### src/rtl/pcm1702_sample_scheduler_if.sv
`default_nettype none
// -----------------------------------------------------------------------------
// pcm1702_sample_scheduler_if : upstream valid/ready and serializer start/done
// Revision: 1.0
// -----------------------------------------------------------------------------
interface pcm1702_sample_scheduler_if;
    logic        in_valid;
    logic [15:0] in_data;
    logic        in_ready;
    logic        dac_sample_rdy;
    logic [15:0] dac_data;
    logic        dac_shift_done;

    modport slave (
        input  in_valid,
        input  in_data,
        output in_ready,
        output dac_sample_rdy,
        output dac_data,
        input  dac_shift_done
    );

    modport master (
        output in_valid,
        output in_data,
        input  in_ready,
        input  dac_sample_rdy,
        input  dac_data,
        output dac_shift_done
    );
endinterface
`default_nettype wire

### src/rtl/pcm1702_sample_scheduler.sv
`default_nettype none
// -----------------------------------------------------------------------------
// pcm1702_sample_scheduler : fixed-period sample issue with zero-order hold
// Revision: 1.0
// -----------------------------------------------------------------------------
module pcm1702_sample_scheduler #(
    parameter int PERIOD  = 128,
    parameter int TIMEOUT = 256
) (
    input  logic                      clk,
    input  logic                      rst,
    input  logic                      en,
    input  logic                      clr_flags,
    pcm1702_sample_scheduler_if.slave bus,
    output logic                      busy,
    output logic                      tick,
    output logic                      underrun,
    output logic                      overrun,
    output logic                      fault
);
    localparam int                TCNT_W    = (TIMEOUT > 2) ? $clog2(TIMEOUT) : 1;
    localparam logic [15:0]       CNT_LAST  = 16'(PERIOD - 1);
    localparam logic [TCNT_W-1:0] TCNT_LAST = TCNT_W'(TIMEOUT - 1);

    typedef enum logic [1:0] {
        IDLE      = 2'd0,
        ISSUE     = 2'd1,
        WAIT_DONE = 2'd2
    } state_t;

    state_t            state;
    state_t            state_nxt;
    logic [15:0]       cnt;
    logic [15:0]       hold_reg;
    logic [15:0]       data_reg;
    logic              hold_full;
    logic              hold_full_nxt;
    logic              ready_reg;
    logic [TCNT_W-1:0] tcnt;
    logic              accept;
    logic              drain;
    logic              starve;
    logic              drop;
    logic              expire;

    assign tick               = en && (cnt == CNT_LAST);
    assign accept             = bus.in_valid && ready_reg;
    assign busy               = (state != IDLE);
    assign bus.dac_sample_rdy = (state == ISSUE);
    assign bus.in_ready       = ready_reg;
    assign bus.dac_data       = data_reg;

    // Fill and drain are mutually exclusive: a fill needs an empty register.
    assign hold_full_nxt = accept ? 1'b1 : (drain ? 1'b0 : hold_full);

    always_ff @(posedge clk or negedge rst) begin
        if (!rst) begin
            state <= IDLE;
        end else begin
            state <= state_nxt;
        end
    end

    always_comb begin
        state_nxt = state;
        drain     = 1'b0;
        starve    = 1'b0;
        drop      = 1'b0;
        expire    = 1'b0;
        case (state)
            IDLE: begin
                if (tick) begin
                    state_nxt = ISSUE;
                    drain     = hold_full;
                    starve    = !hold_full;
                end
            end
            ISSUE: begin
                state_nxt = WAIT_DONE;
                drop      = tick;
            end
            WAIT_DONE: begin
                drop = tick;
                if (bus.dac_shift_done) begin
                    state_nxt = IDLE;
                end else if (tcnt == TCNT_LAST) begin
                    state_nxt = IDLE;
                    expire    = 1'b1;
                end
            end
            default: state_nxt = IDLE;
        endcase
    end

    always_ff @(posedge clk or negedge rst) begin
        if (!rst) begin
            cnt       <= '0;
            tcnt      <= '0;
            hold_reg  <= '0;
            hold_full <= 1'b0;
            ready_reg <= 1'b0;
            data_reg  <= '0;
            underrun  <= 1'b0;
            overrun   <= 1'b0;
            fault     <= 1'b0;
        end else begin
            if (!en) begin
                cnt <= '0;
            end else if (cnt == CNT_LAST) begin
                cnt <= '0;
            end else begin
                cnt <= cnt + 16'd1;
            end

            if ((state == WAIT_DONE) && (state_nxt == WAIT_DONE)) begin
                tcnt <= tcnt + TCNT_W'(1);
            end else begin
                tcnt <= '0;
            end

            if (accept) begin
                hold_reg <= bus.in_data;
            end
            if (drain) begin
                data_reg <= hold_reg;
            end
            hold_full <= hold_full_nxt;
            ready_reg <= !hold_full_nxt;

            // A flag event outranks a simultaneous clear.
            underrun <= starve | (underrun & !clr_flags);
            overrun  <= drop   | (overrun  & !clr_flags);
            fault    <= expire | (fault    & !clr_flags);
        end
    end
endmodule
`default_nettype wire

### src/flat_wrapper.sv
// flat-port wrapper written by rule: the top's interface ports become plain ports
module pcm1702_sample_scheduler_flat 
#(
    parameter int PERIOD  = 128,
    parameter int TIMEOUT = 256
)
  (clk, rst, en, clr_flags, busy, tick, underrun, overrun, fault, bus_in_valid, bus_in_data, bus_in_ready, bus_dac_sample_rdy, bus_dac_data, bus_dac_shift_done);
  pcm1702_sample_scheduler_if bus_i ();
  input  logic clk;
  input  logic rst;
  input  logic en;
  input  logic clr_flags;
  output logic busy;
  output logic tick;
  output logic underrun;
  output logic overrun;
  output logic fault;
  input wire logic [$bits(bus_i.in_valid)-1:0] bus_in_valid;
  input wire logic [$bits(bus_i.in_data)-1:0] bus_in_data;
  output wire logic [$bits(bus_i.in_ready)-1:0] bus_in_ready;
  output wire logic [$bits(bus_i.dac_sample_rdy)-1:0] bus_dac_sample_rdy;
  output wire logic [$bits(bus_i.dac_data)-1:0] bus_dac_data;
  input wire logic [$bits(bus_i.dac_shift_done)-1:0] bus_dac_shift_done;
  assign bus_i.in_valid = bus_in_valid;
  assign bus_i.in_data = bus_in_data;
  assign bus_in_ready = bus_i.in_ready;
  assign bus_dac_sample_rdy = bus_i.dac_sample_rdy;
  assign bus_dac_data = bus_i.dac_data;
  assign bus_i.dac_shift_done = bus_dac_shift_done;
  pcm1702_sample_scheduler #(.PERIOD(PERIOD), .TIMEOUT(TIMEOUT)) u_core (.clk(clk), .rst(rst), .en(en), .clr_flags(clr_flags), .bus(bus_i), .busy(busy), .tick(tick), .underrun(underrun), .overrun(overrun), .fault(fault));
endmodule
### config.mk
export PLATFORM = sky130hd
export DESIGN_NAME = pcm1702_sample_scheduler_flat
export DESIGN_NICKNAME = d
export VERILOG_FILES = /design/src/rtl/pcm1702_sample_scheduler_if.sv /design/src/rtl/pcm1702_sample_scheduler.sv /design/src/flat_wrapper.sv
export SDC_FILE = /design/constraint.sdc
export NUM_CORES = 1
export LEC_CHECK = 0
export CAP_MARGIN = 20
export CORE_UTILIZATION = 48
export DETAILED_ROUTE_END_ITERATION = 6
export PLACE_DENSITY = 0.81
export SYNTH_ARGS = -nofsm -noshare
export SYNTH_HDL_FRONTEND = slang
export SYNTH_SLANG_ARGS = --single-unit
### constraint.sdc
create_clock -name clk -period 2.1 [get_ports clk]
set_clock_uncertainty 0.05 [all_clocks]
set_input_delay 0.42 -clock clk [delete_from_list [all_inputs] [get_ports clk]]
set_output_delay 0.42 -clock clk [all_outputs]
set_load 0.01 [all_outputs]
# After elaboration in Yosys (flattened, before gate mapping)
# Cells that the tools add are included.
word_totals:
  register_bits: 63
  latch_bits: 0
  mem_bits_rw: 0
  romBits: 0
  input_bits: 22
  out_inout_bits: 23
  wordCells: 49
  mem_count: 0
op_classes:
  addsub: 2
  mul: 0
  div: 0
  magnitude_cmp: 0
  n_eq_ne: 5
  shift: 0
  n_mux: 17
  bitwise: 6
  reduce_logical: 9
ops:
  columns: ["operator", "count"]
  rows:
  - ["16-bit two-way mux", 2]
  - ["16-bit by 1-bit adder with 16-bit output (second input constant)", 1]
  - ["16-bit by 7-bit == test with 1-bit output (second input constant)", 1]
  - ["1-bit two-way mux", 10]
  - ["8-bit by 1-bit adder with 8-bit output (second input constant)", 1]
  - ["8-bit == test (second input constant)", 1]
  - ["8-bit two-way mux", 1]
  - ["2-bit two-way mux", 3]
  - ["2-bit case mux with 3 select lines", 1]
  - ["2-bit == test (second input constant)", 2]
  - ["1-bit AND", 3]
  - ["1-bit logical AND", 3]
  - ["1-bit logical NOT", 3]
  - ["1-bit OR", 3]
  - ["2-bit by 1-bit == test with 1-bit output (second input constant)", 1]
  - ["2-bit logical NOT", 1]
  - ["2-bit nonzero test", 1]
  - ["2-bit OR reduction", 1]

# Logic depth before layout (Yosys ltp)
# Gate-level depths: netlist of run 1.
logic_depth:
  ltp_word: 7
  ltp_mapped: 8

# Least setup slack after synthesis of run 1
# Ideal clock, no wire load.
synth_path:
  path_kind: "register to register"
  startpoint: "reg u_core.cnt[10]"
  endpoint: "reg u_core.data_reg[10] (netlist: u_core.bus.dac_data[10])"
  arrival_time_ns: 2.203
  required_time_ns: 1.925
  slack_ns: -0.279
  stages_incl_launch_ff: 8
  cell_sequence: "dfrtp_1 -> or4_4 -> nor4_4 -> and3_4 -> and3_4 -> buf_8 -> buf_12 -> mux2_4"
synth_via:
  elab_chain_cells: 4
synth_rtl:
  columns: ["element", "line", "text"]
  rows:
  - ["start: declaration", "pcm1702_sample_scheduler.sv:33", "logic [15:0] cnt;"]
  - ["start signal: assignment", "pcm1702_sample_scheduler.sv:112", "cnt <= cnt + 16'd1;"]
  - ["16-bit by 7-bit == test with 1-bit output", "pcm1702_sample_scheduler.sv:46", "assign tick = en && (cnt == CNT_LAST);"]
  - ["1-bit logical AND", "pcm1702_sample_scheduler.sv:46", null]
  - ["via tick", "flat_wrapper.sv:14", "output logic tick;"]
  - ["1-bit two-way mux", "pcm1702_sample_scheduler.sv:72", "if (tick) begin"]
  - ["1-bit two-way mux", "pcm1702_sample_scheduler.sv:70", "case (state)"]
  - ["end signal: assignment", "pcm1702_sample_scheduler.sv:125", "data_reg <= hold_reg;"]
  - ["end: declaration", "pcm1702_sample_scheduler.sv:35", "logic [15:0] data_reg;"]
# The timed path passes the listed nets, and every way through them passes these cells.
# A chain may end at the register's enable or synchronous reset.

# Final worst setup path of run 1
layout_path:
  startpoint: "reg u_core.cnt[14]"
  endpoint: "reg u_core.data_reg[10] (netlist: u_core.bus.dac_data[10])"
layout_via:
  elab_chain_cells: 4
layout_rtl:
  columns: ["element", "line"]
  rows:
  - ["16-bit by 7-bit == test with 1-bit output", "pcm1702_sample_scheduler.sv:46"]
  - ["1-bit logical AND", "pcm1702_sample_scheduler.sv:46"]
  - ["1-bit two-way mux", "pcm1702_sample_scheduler.sv:72"]
  - ["1-bit two-way mux", "pcm1702_sample_scheduler.sv:70"]
# Every way passes these cells.

==> impl_results.md, run 1 <==
* Net Sw Frac at 0.215
* Seq/Total Area, Yosys at 0.568
* Worst Max-Slew Pin Slew at 0.415 ns
* Most used cell, CP: and3_4
* CP max stage cell: or4_4
* Core ar. at 5540 um2
* Post-Place Worst Slack at -0.214 ns
* Area of the multi-input gates at 1170 um2
* Tot Pwr at 0.00277 W
* Die height at 78.1 um
* Largest net degree at the start of global routing at 64
* Via density at 5.11
* Post-Syn Area at 2780 um2
* Final Max Slew Viols at 0
* RSZ-0062 raised after global routing: yes
* Tmin final at 2.30 ns
* Hpwl dp at 3600 um
* Sequential cell area at 1580 um2
* Wire per inst at 14.7 um
* Net switching power at 0.000595 W
* Finish-stage setup viols at 17
* Syn_area_per_cell at 12.6 um2
* Finished Layout Cells at 370
* Max-cap viol count at 0
* Worst setup margin at -0.197 ns
* Cells after synthesis at 221
* Global-route wire length before repair at 9110 um
* Final Cycle Share at 1.09
* Mapped Nets at 249
* I/O pins at 45
* Initial antenna violation count at 0
* Slew headroom at 0.723
* CTS Hold Bufs at 0
* Initial DRC count at 60
* Status: complete, but fails checks
* WP data arrival at 2.47 ns
* Sink Count at 63
* Clock power share at 0.409
* Worst Setup End Kind: register
* Die Area at 6090 um2
* Vias in the first global route at 1924
* Worst Path Required at 2.27 ns
* Pwr dens at 743 nW/um2
* Htree depth at 3
* Setup CP Type: reg -> reg
* Ys async rst share at 1.00
* Final nets at 322
* Flop pwr share at 0.506
* Max Root-Sink Buffers at 2
* Clock transition at path regs at 0.07 ns
* Final wirelength at 5420 um
* Layout area overhead at 34.2%
* Global route overflow at 0
* Yosys warning total at 0
* DRT Pass-1 Iters at 4
* Distinct cells, synth at 33
* Violated checks: negative setup slack
* Row Count at 27
* Tightest Hold Check Type: in -> async
* RD Place Congestion at 0.833
* IO buf count at 44
* Achievable Freq at 435 MHz
* Clk root buf: clkbuf_8
* Routed vias at 1891
* Pint at 0.00217 W
* Tot GR Track Use at 0.200
* Final hold viol count at 0
* CTS buffer count at 9
* Maximum VDD drop at 0.403 mV
* Ys flop type: dfrtp_1
* Critical Path Fanout Max at 8
* Worst setup SP type: register
* Initial Utilization at 0.501
* Logic pwr share at 0.085
* Clk Latency, worst-skew pair at 0.34 ns
* CP top delay family: simple AND/OR/NAND/NOR gates
* Layout cells sized above 1 at 0.265
* Antenna viol nets, final at 0
* Crit path cell chain: or4_4 > nor4_4 > and3_4 > buf_6 > and3_4 > buf_12 > mux2_4
* Post-synth EDFFs at 0
* Buf+Inv Stages, Crit Path at 2
* Seq cells post-synth at 63
* DRC at 0
* TritonCTS clock tree: done
* # diodes at 0
* FILL cells at 392
* Die width at 78.1 um
* Leakage power total at 1.66 nW
* Inst Count DP at 351
* Slowest cell delay on critical path at 0.55 ns
worst register-to-register path, delay by kind of cell (launching register included):
kind / cells / cell delay [ns]
multiplexers: 1 / 0.30
AND/OR/NAND/NOR: 4 / 1.20
flip-flops: 1 / 0.38
buffers and inverters: 2 / 0.25
cell type report:
| type | instances | share of cell area |
|---|---|---|
| sequential | 63 | 0.423 |
| multi-input combinational | 145 | 0.313 |
| timing repair buffer | 66 | 0.174 |
| clock buffer | 11 | 0.0379 |
| tap | 72 | 0.0242 |
| clock inverter | 4 | 0.0188 |
| inverter | 9 | 0.00906 |
cells in the mapped netlist (all sizes together) (4+ instances only):
| cell | n | area share |
|---|---|---|
| dfrtp | 63 | 0.57 |
| mux2 | 32 | 0.14 |
| nor2 | 27 | 0.037 |
| nand2 | 12 | 0.016 |
| xor2 | 11 | 0.035 |
| nand3 | 10 | 0.018 |
| inv | 9 | 0.012 |
| xnor2 | 9 | 0.028 |
| nand4 | 8 | 0.018 |
| ha | 6 | 0.027 |
| and2 | 5 | 0.011 |
| and3 | 5 | 0.015 |
| or3 | 4 | 0.0095 |
stage by stage:
step                setup TNS, ns  cell area, um2   util  hold slack [ns]
floorplan                   -2.48            2780      -           0.0744
global placement            -1.13            3450  0.622            0.405
detailed placement          -1.49            3450  0.622            0.407
CTS                         -4.02            3690  0.667           0.0428
global route                -3.97            3730  0.673           0.0454
finish                      -3.01            3730  0.673           0.0277
final timing paths:
path                       depth (start not counted)  slack (ns)                from                       to
max                                                7       -0.20      u_core.cnt[14]  u_core.bus.dac_data[10]
min                                                2        0.03                 rst            u_core.cnt[3]
max reg2reg                                        7       -0.20      u_core.cnt[14]  u_core.bus.dac_data[10]
min reg2reg                                        1        0.45  u_core.hold_reg[7]   u_core.bus.dac_data[7]
max in group asynchronous                          2        1.69                 rst            u_core.cnt[7]
min in group clk                                   1        0.45  u_core.hold_reg[7]   u_core.bus.dac_data[7]
kinds of logic after synthesis:
family	after synthesis	synth area share
xor gates and xnor gates	20	0.0631
adders and majority gates	6	0.0270
AOI/OAI and AO/OA	9	0.0234
buffers and inverters	13	0.0275
DFF	63	0.568
and+or+nand+nor	78	0.148
muxes	32	0.143
cells in the final DEF, fill, tap and decap left out, types with 4 or more instances in the layout:
cell / instances
ha_1: 5
xnor2_1: 9
clkdlybuf4s50_1: 41
and2_1: 5
nor2_1: 27
inv_1: 8
nand3_1: 10
clkbuf_8: 10
dfrtp_1: 63
mux2_4: 16
nand2_1: 12
buf_4: 17
nand4_1: 8
buf_12: 4
xor2_1: 11
mux2_2: 16
power groups by stage:
stage | sequential (W) | clock [W] | combinational [W]
final | 0.00140 | 0.00113 | 0.000237
after global routing | 0.00141 | 0.00121 | 0.000264
after CTS | 0.00140 | 0.00116 | 0.000239
after detailed placement | 0.00142 | 0 | 0.000237
after global placement | 0.00141 | 0 | 0.000230
after floorplan | 0.00140 | 0 | 0.000135
routing by layer:
metal,routed length [um],vias to the layer above,GRT usage
met2,2450,57,0.290
met3,245,13,0.0547
met5,0,-,0
met1,2610,917,0.275
met4,125,0,0.100
li1,-,904,-
what timing repair did:
item,CTS,global route
pin swaps,4,3
gates resized for setup,12,4
endpoints found under the setup margin,18,36
setup buffers,2,2
No activity file was read; power rests on OpenSTA's default activity.
==> inputs of run 2 (changes only) <==
--- a/config.mk
+++ b/config.mk
@@ -12,3 +12,4 @@
 export SYNTH_ARGS = -nofsm -noshare
 export SYNTH_HDL_FRONTEND = slang
 export SYNTH_SLANG_ARGS = --single-unit
+export TNS_END_PERCENT = 50
==> constraint.sdc (replaced) <==
create_clock -name clk -period 2.1 [get_ports clk]
set_clock_uncertainty 0.05 [all_clocks]
set_input_delay 0.525 -clock clk [delete_from_list [all_inputs] [get_ports clk]]
set_output_delay 0.525 -clock clk [all_outputs]
set_load 0.01 [all_outputs]
==> run 2 against run 1 <==
  * The run still ends with negative setup slack left
  * Routed wire length is 6.1% higher
  * Flip-flop and latch count stayed put
  * Setup slack worse by 0.048 ns
  * Critical path depth decreased by 3
  * Design area increased by 0.71%
  * Global-route usage is 0.62 points higher
  * Final cell count up 0.81%
  * Non-clock buffer count up 2
  * Sequential power about the same
  * Via count is 3.0% higher
  * Register-to-register slack gained 0.03 ns
  * Hold slack improved by 0.019 ns
  * Critical path type is now reg -> out
  * Largest cell class unchanged
  * Highest routed layer unchanged
==> impl_results.md, run 2 (synthesis gave the netlist of run 1 again) <==
* Status: complete, but fails checks
* Violated checks: negative setup slack
* DRT Pass-1 Iters at 4
* Slowest cell delay on critical path at 0.55 ns
* Clk root buf: clkbuf_8
* Slew headroom at 0.729
* Max-cap viol count at 0
* Vias in the first global route at 1957
* Worst setup SP type: register
* Wire per inst at 15.4 um
* Die width at 78.1 um
* Most common cell after layout, fill and taps aside: dfrtp_1
* Worst Setup End Kind: output pin
* TritonCTS clock tree: done
* Post-DP Area at 3450 um2
* CTS buffer count at 9
* WP data arrival at 1.77 ns
* Via density at 5.22
* Worst Max-Slew Pin Slew at 0.404 ns
* Die height at 78.1 um
* IO buf count at 44
* Most frequent cells in the layout: dfrtp_1, clkdlybuf4s50_1, nor2_1
* Final wirelength at 5750 um
* Tot GR Track Use at 0.206
* RSZ-0062 raised after global routing: yes
* CP max stage cell: or4_4
* Final hold viol count at 0
* Sink Count at 63
* FF-to-FF Start: u_core.cnt[10]
* RD Place Congestion at 0.742
* Worst Path Required at 1.52 ns
* Final nets at 324
* Maximum VDD drop at 0.425 mV
* Critical path origin: u_core.cnt[10]
* Die Area at 6090 um2
* Leakage power total at 1.69 nW
* Final Max Slew Viols at 0
* Critical Path Fanout Max at 2
* Buf+Inv Stages, Crit Path at 1
* Initial antenna violation count at 0
* CP top delay family: simple AND/OR/NAND/NOR gates
* Clock transition at path regs at 0.08 ns
* Htree depth at 3
* Final Cycle Share at 1.12
* Tmin final at 2.34 ns
* Finish-stage setup viols at 17
* Antenna viol nets, final at 0
* Global route overflow at 0
* Final instance area at 3750 um2
* Global-route wire length before repair at 9360 um
* Initial Utilization at 0.501
* Clk Latency, worst-skew pair at 0.34 ns
* Max Root-Sink Buffers at 2
* Routed vias at 1948
* Tightest Hold Check Type: in -> async
* Crit path cell chain: or4_4 > nor4_4 > and3_4 > buf_6
* # diodes at 0
* Hpwl dp at 3870 um
* Largest net degree at the start of global routing at 28
* I/O pins at 45
* DRC at 0
* Critical path depth at 4
* Achievable Freq at 426 MHz
* Pwr dens at 784 nW/um2
* Layout area overhead at 35.2%
* Initial DRC count at 97
* Tot Pwr at 0.00294 W
* Setup CP Type: reg -> out
* R2R depth at 7
* Row Count at 27
* Worst setup margin at -0.245 ns
* Core ar. at 5540 um2
* Layout cells sized above 1 at 0.279
run 2: worst paths after layout:
check,slack [ns],endpoint
max,-0.24,tick
min reg2reg,0.45,u_core.bus.dac_data[13]
min,0.05,u_core.bus.dac_data[8]
max in group asynchronous,1.33,u_core.bus.dac_data[2]
min in group clk,0.45,u_core.bus.dac_data[13]
max reg2reg,-0.17,u_core.bus.dac_data[12]
run 2: cell type report:
cell class	count	area, um2
inverters	9	33.8
clock buffers	9	124
flip-flops and latches	63	1580
well taps	72	90.1
clock inverters	7	120
multi-input cells	145	1150
repair buffers	68	654
fillers	411	1790
run 2: worst reg2reg max path, stage by stage (launching register included):
cell,delay (ns)
dfrtp_1,0.39
or4_4,0.55
nor4_4,0.16
and3_4,0.24
buf_4,0.11
and3_4,0.21
buf_8,0.15
mux2_4,0.30
run 2: where the power goes:
part	leakage (nW)	switching, W	internal [W]
logic	0.731	0.0000952	0.000154
clock network	0.120	0.000497	0.000792
registers	0.837	0.0000702	0.00134
run 2: what timing repair did:
action	in CTS	in global routing
hold buffers	0	0
setup endpoints to repair	19	27
gates cloned	0	0
hold endpoints to repair	0	0
pin swaps	4	2
setup buffers	2	0
gates resized for setup	17	3
run 2: metal layers:
metal	vias to the layer above	part of all wire	global-route usage
li1	908	-	-
met1	973	0.45	0.263
met2	57	0.49	0.338
met3	10	0.038	0.0349
met4	0	0.015	0.106
met5	-	0	0
run 2: stage by stage:
step / TNS [ns] / util / hold slack, ns / setup WS, ns / instances
2_1_floorplan: -2.48 / - / 0.179 / -0.194 / 221
3_3_place_gp: -3.71 / 0.623 / 0.418 / -0.374 / 355
3_5_place_dp: -4.67 / 0.623 / 0.421 / -0.412 / 355
4_1_cts: -3.84 / 0.676 / 0.0484 / -0.316 / 373
5_1_grt: -3.72 / 0.678 / 0.0657 / -0.299 / 373
6_report: -2.80 / 0.678 / 0.0462 / -0.245 / 373
==> inputs of run 3 (changes only) <==
--- a/config.mk
+++ b/config.mk
@@ -6,9 +6,10 @@
 export NUM_CORES = 1
 export LEC_CHECK = 0
 export CAP_MARGIN = 20
-export CORE_UTILIZATION = 48
+export CORE_UTILIZATION = 46
+export CTS_CLUSTER_SIZE = 8
 export DETAILED_ROUTE_END_ITERATION = 6
-export PLACE_DENSITY = 0.81
+export PLACE_DENSITY = 0.78
 export SYNTH_ARGS = -nofsm -noshare
 export SYNTH_HDL_FRONTEND = slang
 export SYNTH_SLANG_ARGS = --single-unit
==> run 3 against run 2 <==
  * The run still ends with negative setup slack left
  * Via count is 2.2% lower
  * Clock power is 19% lower
  * Combinational power hardly changed
  * Final cell count is 0.54% higher
  * Maximum frequency is 0.57% lower
  * Routed wire length is 3.2% lower
  * Design area is 0.40% higher
  * Non-clock buffer count is 2 higher
  * Global-route usage is 0.89 points lower
  * Critical endpoint unchanged
==> impl_results.md, run 3 (synthesis gave the netlist of run 1 again) <==
* CP top delay family: simple AND/OR/NAND/NOR gates
* Most frequent cells in the layout: dfrtp_1, clkdlybuf4s50_1, nor2_1
* Pint at 0.00206 W
* DRC at 0
* CP max stage cell: or4_4
* Critical Path Fanout Max at 2
* Antenna viol nets, final at 0
* Most common cell after layout, fill and taps aside: dfrtp_1
* Die Area at 6350 um2
* Final TNS setup at -2.97 ns
* Slowest cell delay on critical path at 0.56 ns
* Die width at 79.7 um
* Largest net degree at the start of global routing at 64
* Tmin final at 2.36 ns
* Layout cells sized above 1 at 0.281
* CTS buffer count at 9
* Clk root buf: clkbuf_8
* Critical path depth at 4
* Hpwl dp at 3810 um
* CTS Hold Bufs at 0
* Routed vias at 1905
* I/O pins at 45
* Htree depth at 3
* Tot Pwr at 0.00269 W
* RSZ-0062 raised after global routing: yes
* Via density at 5.08
* Layout area overhead at 35.7%
* Slew headroom at 0.717
* Initial Utilization at 0.489
* Flop pwr share at 0.520
* DRT Pass-1 Iters at 5
* Achievable Freq at 424 MHz
* TritonCTS clock tree: done
* Clock power share at 0.388
* Worst setup SP type: register
* Clk Latency, worst-skew pair at 0.34 ns
* RD Place Congestion at 0.794
* IO buf count at 44
* Core ar. at 5680 um2
* Wire per inst at 14.9 um
* Max Root-Sink Buffers at 2
* Finish-stage setup viols at 17
* Net Sw Frac at 0.232
* Net switching power at 0.000625 W
* Maximum VDD drop at 0.442 mV
* Logic pwr share at 0.092
* Die height at 79.7 um
* Violated checks: negative setup slack
* WHS at 0.130 ns
* Setup CP Type: reg -> out
* Global route overflow at 0
* # diodes at 0
* Row Count at 27
* Worst Path Required at 1.52 ns
* Worst Max-Slew Pin Slew at 0.421 ns
* Tot GR Track Use at 0.197
* Final wirelength at 5570 um
* Final nets at 326
* Final hold viol count at 0
* Tightest Hold Check Type: in -> async
* Crit path cell chain: or4_4 > nor4_4 > and3_4 > buf_6
* Initial DRC count at 77
* WP data arrival at 1.78 ns
* Final Cycle Share at 1.12
* Leakage power total at 1.69 nW
* R2R depth at 7
* Final Max Slew Viols at 0
* Worst setup margin at -0.258 ns
* Buf+Inv Stages, Crit Path at 1
* Global-route wire length before repair at 9270 um
* Initial antenna violation count at 0
* Worst Setup End Kind: output pin
* Sink Count at 63
* Vias in the first global route at 2016
* Max-cap viol count at 0
* Status: complete, but fails checks
* Pwr dens at 714 nW/um2
* Clock transition at path regs at 0.07 ns
run 3: cell types whose count changed in the layout (fill, tap and decap cells not counted), sizes merged:
cell,delta
clkbuf,+2
clkinvlp,+1
buf,+1
clkinv,+1
inv,-1
bufinv,-2
run 3: final timing paths:
check                                 start                      to  slack (ns)
hold reg to reg            u_core.hold_full         u_core.underrun        0.44
max in group asynchronous               rst      u_core.hold_reg[5]        1.60
setup / recovery             u_core.cnt[10]                    tick       -0.26
setup reg to reg             u_core.cnt[10]  u_core.bus.dac_data[6]       -0.18
hold / removal                          rst     u_core.hold_reg[12]        0.13
min in group clk           u_core.hold_full         u_core.underrun        0.44
run 3: power by group through the flow:
| stage | registers, W | logic, W | clock network [W] |
|---|---|---|---|
| CTS | 0.00140 | 0.000251 | 0.00107 |
| detailed placement | 0.00142 | 0.000250 | 0 |
| global placement | 0.00141 | 0.000242 | 0 |
| finish | 0.00140 | 0.000249 | 0.00104 |
| global route | 0.00141 | 0.000277 | 0.00112 |
| floorplan | 0.00140 | 0.000135 | 0 |
run 3: layer usage:
layer	vias up	wire (um)	global-route usage	share of wire
met5	-	0	0	0
met4	0	96	0.109	0.017
met3	10	188	0.0354	0.034
met2	46	2680	0.315	0.48
met1	938	2610	0.251	0.47
li1	911	-	-	-
run 3: final cells by class:
type                       count  area [um2]
fill                         417        1910
sequential                    63        1580
timing repair buffer          70         701
clock buffer                  10         138
clock inverter                 6        60.1
multi-input combinational    145        1170
tap                           72        90.1
inverter                       9        33.8
run 3: per-stage QoR:
| stage | setup slack (ns) | util | area, um2 | instances |
|---|---|---|---|---|
| 2_1_floorplan | -0.194 | - | 2780 | 221 |
| 3_3_place_gp | -0.301 | 0.616 | 3490 | 357 |
| 3_5_place_dp | -0.315 | 0.616 | 3490 | 357 |
| 4_1_cts | -0.326 | 0.656 | 3720 | 375 |
| 5_1_grt | -0.321 | 0.664 | 3770 | 375 |
| 6_report | -0.258 | 0.664 | 3770 | 375 |
run 3: timing repair:
item                       in CTS  in global routing
gates cloned                    0                  1
pin swaps                       3                  9
buffers inserted                2                  2
gates resized for setup        11                  7
setup endpoints to repair      19                 39
